File: src/rtl/mem_line_controller.sv
// Line-read / word-write controller between the arbiter memory port and a narrow synchronous RAM.
// A line read issues BEATS back-to-back word reads and presents the assembled line with one read_valid pulse.
module mem_line_controller #(
  parameter int ADDR_SIZE       = 16,
  parameter int WRITE_DATA_SIZE = 32,
  parameter int READ_DATA_SIZE  = 512,
  parameter int RAM_DATA_SIZE   = 32,
  parameter int RAM_LATENCY     = 1
) (
  input  logic                       clk,
  input  logic                       rst,
  input  logic                       read_en,
  input  logic [ADDR_SIZE-1:0]       read_addr,
  output logic [READ_DATA_SIZE-1:0]  read_data,
  output logic                       read_valid,
  input  logic                       write_en,
  input  logic [ADDR_SIZE-1:0]       write_addr,
  input  logic [WRITE_DATA_SIZE-1:0] write_data,
  output logic                       write_done,
  output logic                       ram_en,
  output logic                       ram_we,
  output logic [ADDR_SIZE-1:0]       ram_addr,
  output logic [RAM_DATA_SIZE-1:0]   ram_wdata,
  input  logic [RAM_DATA_SIZE-1:0]   ram_rdata
);
  localparam int BEATS = READ_DATA_SIZE / RAM_DATA_SIZE;
  localparam int BW    = (BEATS > 1) ? $clog2(BEATS) : 1;
  localparam logic [BW-1:0] LAST_BEAT = BW'(BEATS - 1);

  typedef enum logic [2:0] {
    IDLE, READ_ISSUE, READ_DRAIN, READ_DONE, WRITE, WRITE_DONE
  } state_t;

  typedef struct packed {
    logic          vld;
    logic [BW-1:0] beat;
  } tag_t;

  state_t state, state_nxt;
  tag_t [RAM_LATENCY-1:0] tag_pipe;
  tag_t cap_tag;
  logic cap_last;
  logic [BW-1:0] issue_beat, issue_beat_d;
  logic [READ_DATA_SIZE-1:0] line_buf, line_nxt;
  logic ram_en_d, ram_we_d, read_valid_d, write_done_d;
  logic [ADDR_SIZE-1:0] ram_addr_d;
  logic [RAM_DATA_SIZE-1:0] ram_wdata_d;

  // The tag leaving the last stage lines up with the word the RAM is presenting this cycle.
  assign cap_tag  = tag_pipe[RAM_LATENCY-1];
  assign cap_last = cap_tag.vld && (cap_tag.beat == LAST_BEAT);

  always_comb begin
    line_nxt = line_buf;
    if (cap_tag.vld)
      line_nxt[int'(cap_tag.beat)*RAM_DATA_SIZE +: RAM_DATA_SIZE] = ram_rdata;
  end

  always_ff @(posedge clk) begin
    if (rst) state <= IDLE;
    else     state <= state_nxt;
  end

  always_comb begin
    state_nxt = state;
    case (state)
      IDLE:       if (read_en) state_nxt = READ_ISSUE;
                  else if (write_en) state_nxt = WRITE;
      READ_ISSUE: if (issue_beat == LAST_BEAT) state_nxt = READ_DRAIN;
      READ_DRAIN: if (cap_last) state_nxt = READ_DONE;
      READ_DONE:  state_nxt = IDLE;
      WRITE:      state_nxt = WRITE_DONE;
      WRITE_DONE: state_nxt = IDLE;
      default:    state_nxt = IDLE;
    endcase
  end

  // Next values of the registered outputs; the strobe for a cycle is decided at the edge before it.
  always_comb begin
    ram_en_d     = 1'b0;
    ram_we_d     = 1'b0;
    ram_addr_d   = ram_addr;
    ram_wdata_d  = ram_wdata;
    issue_beat_d = issue_beat;
    read_valid_d = 1'b0;
    write_done_d = 1'b0;
    case (state)
      IDLE: begin
        if (read_en) begin
          ram_en_d     = 1'b1;
          ram_addr_d   = read_addr;
          issue_beat_d = '0;
        end else if (write_en) begin
          ram_en_d    = 1'b1;
          ram_we_d    = 1'b1;
          ram_addr_d  = write_addr;
          ram_wdata_d = write_data;
        end
      end
      READ_ISSUE: begin
        if (issue_beat != LAST_BEAT) begin
          ram_en_d     = 1'b1;
          ram_addr_d   = ram_addr + 1'b1;
          issue_beat_d = issue_beat + 1'b1;
        end
      end
      READ_DRAIN: read_valid_d = cap_last;
      WRITE:      write_done_d = 1'b1;
      default: ;
    endcase
  end

  always_ff @(posedge clk) begin
    if (rst) begin
      ram_en     <= 1'b0;
      ram_we     <= 1'b0;
      ram_addr   <= '0;
      ram_wdata  <= '0;
      issue_beat <= '0;
      read_valid <= 1'b0;
      write_done <= 1'b0;
      tag_pipe   <= '0;
      line_buf   <= '0;
      read_data  <= '0;
    end else begin
      ram_en     <= ram_en_d;
      ram_we     <= ram_we_d;
      ram_addr   <= ram_addr_d;
      ram_wdata  <= ram_wdata_d;
      issue_beat <= issue_beat_d;
      read_valid <= read_valid_d;
      write_done <= write_done_d;
      tag_pipe[0].vld  <= (state == READ_ISSUE);
      tag_pipe[0].beat <= issue_beat;
      for (int k = 1; k < RAM_LATENCY; k++) tag_pipe[k] <= tag_pipe[k-1];
      if (cap_tag.vld) line_buf <= line_nxt;
      // read_data only moves when the full line is known, so no partial line is ever visible.
      if (state == READ_DRAIN && cap_last) read_data <= line_nxt;
    end
  end
endmodule

File: config.mk
export PLATFORM = sky130hd
export DESIGN_NAME = mem_line_controller
export DESIGN_NICKNAME = d
export VERILOG_FILES = /design/src/rtl/mem_line_controller.sv
export SDC_FILE = /design/constraint.sdc
export NUM_CORES = 2
export LEC_CHECK = 0
export ABC_AREA = 1
export CAP_MARGIN = 20
export CORE_MARGIN = 1.5
export CORE_UTILIZATION = 25
export DETAILED_ROUTE_END_ITERATION = 10
export DONT_BUFFER_PORTS = 1
export SLEW_MARGIN = 40
export SYNTH_ARGS = -nofsm -noshare
export SYNTH_HDL_FRONTEND = slang
export SYNTH_SLANG_ARGS = --single-unit
File: constraint.sdc
create_clock -name clk -period 2.9 [get_ports clk]
set_input_delay 0.58 -clock clk [delete_from_list [all_inputs] [get_ports clk]]
set_output_delay 0.58 -clock clk [all_outputs]
set_load 0.02 [all_outputs]
==> results.md <==
Status:
- The flow ran to the end, and the final reports show no timing, DRC or antenna violations.

Floorplan:
- From bottom edge to top edge, the die measures 422 µm.
- In this run the horizontal extent of the chip is 422 µm.
- The core region is 174000 µm².
- The area of the die is 178000 µm².
- For this configuration, the core starts out at a cell density of 25.2%.
- The count of pins on the block boundary is 664.
- The placement row count is 153.

Run:
- The number of max-capacitance violations reported is 0.

Logic synthesis:
- The synthesized netlist contains 31 unique library cells.
- Synthesis handed over a netlist of 6265 instances.
- The Yosys step of the flow raised 0 warnings.
- Synthesis inferred 1088 register bits.
- The number of nets in the synthesized netlist is 6370.
- The synthesized netlist occupies a cell area of 43900 µm².
- The portion of the post-synthesis area used by sequential elements is 49.6%.
- A synthesized cell averages 7.01 µm².

Detailed routing:
- Once detail routing completed, the nets flagged for antenna violations numbered 0.
- For this block, the routed nets add up to 182 mm of wire.
- In the routed design, unresolved DRC markers number 0.
- The routed layout has 41044 vias.
- The first routing iteration left 3368 violations.
- The number of detailed-route iterations in the first pass is 6.
- In the routed layout, each cell is associated on average with a via count of 4.74.
- The routed length per instance is 21.0 µm.

Setup path:
- The required time of the critical path is 3.61 ns.
- In this run the critical register-to-register path is captured at line_buf[153]$_SDFFE_PP0P_.
- The critical path is of the input pin to flip-flop type.
- The register-to-register setup slack is 0.17 ns.
- The source of the worst register-to-register timing path is cap_tag[0]$_SDFF_PP0_.
- Of all nets on the critical path, the largest fanout is 33.
- Data arrives at the worst endpoint at 3.44 ns.
- The most critical setup path has its startpoint at read_en.
- The startpoint type of the worst setup path is an input pin.
- The most critical setup path has its endpoint at ram_wdata[14]$_SDFFE_PP0P_.
- The cell count of the worst reg-to-reg path is 11.
- The worst setup path is captured at a flip-flop.

Global route:
- The first-pass GRT wire length is 260 mm.
- The total global routing overflow is 0.
- The number of antenna violations at the first check in global routing is 4.
- The number of global-route vias before repair was 37741.
- The maximum number of pins on one net before global-route repair is 883.
- For this run, the total global-route usage over all layers was measured as 19.6%.

Power:
- Power spread over the standard cell area amounts to 656 nW/µm².
- The static power due to leakage is 22.1 nW.
- The worst supply voltage drop on vdd is 0.482 mV.

Clock tree:
- In this run the clock root is driven by a clkbuf_16.
- After clock tree synthesis, the clock-pin slew on the worst setup and hold paths is 0.06 ns.
- TritonCTS built the clock tree.
- The latest clock arrival within the worst-skew pair is 0.79 ns.
- The longest clock path from root to sink contains 3 buffers.
- The total clock buffers created by CTS is 121.
- CTS built an H-tree with a depth of 3.
- The clock net sink count is 1088.

Timing:
- The count of final hold-check violations is 0.
- The post-layout minimum cycle time is 2.73 ns.
- The maximum achievable frequency is 366 MHz.
- The headroom to the max-slew limit is 31.8%.
- The final sum of negative setup slack is 0 ns.
- The clock skew after layout is 0.0424 ns.
- Final hold analysis gives a worst-case slack of 0.0507 ns.
- Setup violations remaining at the end of the flow were counted as 0.
- At the pin with the least slew margin, the transition time is 1.02 ns.
- The final critical path takes up 94.3% of the cycle.
- The final count of pins violating max slew is 0.
- Setup repair after global routing left no endpoint under its margin.

Layout:
- In the layout the commonest cells are nor2_1, nand2_1, dfxtp_1, nand3_1, inv_1.
- The finished layout holds 8667 standard cells, fillers aside.
- Leaving out fill and tap cells, the most frequent cell in the layout is nor2_1.
- Relative to the synthesized area, the layout overhead comes to 19.1%.
- After the last flow step, the layout net total stands at 6340.
- The share of cells above drive strength 1 is 6.48%.

Placement:
- The count of buffers added on input and output ports is 0.
- The half-perimeter wire length after placement is 125 mm.
- The routability-driven placement congestion ratio is 0.921.
- The post-placement cell count is 8304.

Min path:
- The worst hold path passes through 3 cells.
- The type of the worst min-delay path is input pin to flip-flop.
[routing by layer]
metal	wire length (µm)	track usage [%]	vias up
met3	11300	3.85	441
met5	0	0	-
met4	15800	14.9	0
met2	86500	33.0	1351
met1	68100	21.8	19415
li1	-	-	19837
[state kept, by name, indices dropped and copies added, names as in the netlist]
| register | flops |
|---|---|
| state | 3 |
| ram_we | 1 |
| line_buf | 512 |
| ram_wdata | 32 |
| cap_tag | 5 |
| ram_en | 1 |
| read_data | 512 |
| issue_beat | 4 |
| ram_addr | 16 |
| read_valid | 1 |
| write_done | 1 |
[area by class of cell]
| type | count | area [µm²] |
|---|---|---|
| tap | 2325 | 2910 |
| clock buffer | 179 | 3520 |
| clock inverter | 47 | 648 |
| fill | 18804 | 122000 |
| multi-input combinational | 4099 | 17900 |
| antenna | 4 | 10.0 |
| timing repair buffer | 294 | 3120 |
| sequential | 1088 | 21800 |
| inverter | 631 | 2380 |
[synth_stat cells, drive strengths merged]
| cell type | count | share of area, % |
|---|---|---|
| nor2 | 1230 | 11 |
| nand2 | 1159 | 9.9 |
| dfxtp | 1088 | 50 |
| nand3 | 825 | 9.4 |
| inv | 630 | 5.4 |
| a21oi | 541 | 6.2 |
| clkbuf | 234 | 2.0 |
| buf | 213 | 2.4 |
| o21ai | 153 | 1.7 |
| nand4 | 137 | 2.0 |
| nor3 | 25 | 0.30 |
| ha | 5 | 0.14 |
| o31ai | 5 | 0.085 |
| o211ai | 4 | 0.068 |
| a31oi | 3 | 0.043 |
| or2 | 3 | 0.043 |
| xor2 | 3 | 0.060 |
| a211oi | 2 | 0.034 |
| nand3b | 2 | 0.043 |
| clkinv | 1 | 0.0085 |
| o21a | 1 | 0.017 |
| xnor2 | 1 | 0.020 |
[report_power, final]
part           total, mW  leakage (nW)  switching, mW  internal [mW]
Clock               16.1          2.03           6.77           9.33
Sequential          15.7          8.77          0.480           15.2
Combinational       2.55          11.3           1.83          0.722
Total               34.3          22.1           9.08           25.2
[timing repair]
item                       in CTS  in global routing
setup buffers                   0                  3
hold buffers                  124                  1
hold endpoints to repair      210                 31
gates resized for setup         0                 13
setup endpoints to repair       0                 59
[how the worst min path moves through the flow]
stage	slack (ns)	to	from
after detailed placement	0.46	line_buf[426]$_SDFFE_PP0P_	line_buf[426]$_SDFFE_PP0P_
after global routing	0.02	read_data[262]$_SDFFE_PP0P_	rst
after floorplan	0.44	cap_tag[1]$_SDFF_PP0_	issue_beat[1]$_SDFFE_PP0P_
after CTS	0.003	read_data[384]$_SDFFE_PP0P_	rst
final	0.05	read_data[263]$_SDFFE_PP0P_	rst
after global placement	0.45	line_buf[167]$_SDFFE_PP0P_	line_buf[167]$_SDFFE_PP0P_
[kinds of logic (layout without fill, tap and decap cells)]
| logic type | count (synthesis) | count (layout) | synth area share, % |
|---|---|---|---|
| buffers and inverters | 1078 | 1151 | 9.78 |
| DFF | 1088 | 1088 | 49.6 |
| other | 0 | 4 | 0 |
| and+or+nand+nor | 3381 | 3381 | 32.2 |
| AOI/OAI and AO/OA | 709 | 709 | 8.16 |
| adders and majority gates | 5 | 5 | 0.142 |
| xor gates and xnor gates | 4 | 4 | 0.0798 |
[through the flow]
| step | setup WS, ns | instance area [µm²] | power (mW) | util [%] |
|---|---|---|---|---|
| 4_1_cts | 0.0233 | 52100 | 34.4 | 29.9 |
| 5_1_grt | 0.0312 | 52300 | 35.5 | 30.0 |
| 3_5_place_dp | 0.171 | 46700 | 18.0 | 26.8 |
| 2_1_floorplan | 0.626 | 43900 | 17.3 | - |
| 3_3_place_gp | 0.00459 | 46600 | 18.0 | 26.8 |
| 6_report | 0.166 | 52300 | 34.3 | 30.0 |
[worst max-delay path: stages]
cell and delay, ns:
dlygate4sd3_1 0.64, nor2_1 0.17, nand2_1 0.12, clkinv_1 0.09, buf_4 0.32, nand3_1 0.14
dlygate4sd3_1 0.60, a21oi_1 0.17, dlygate4sd3_1 0.58
Note: power is estimated with default switching activity, not from simulation.
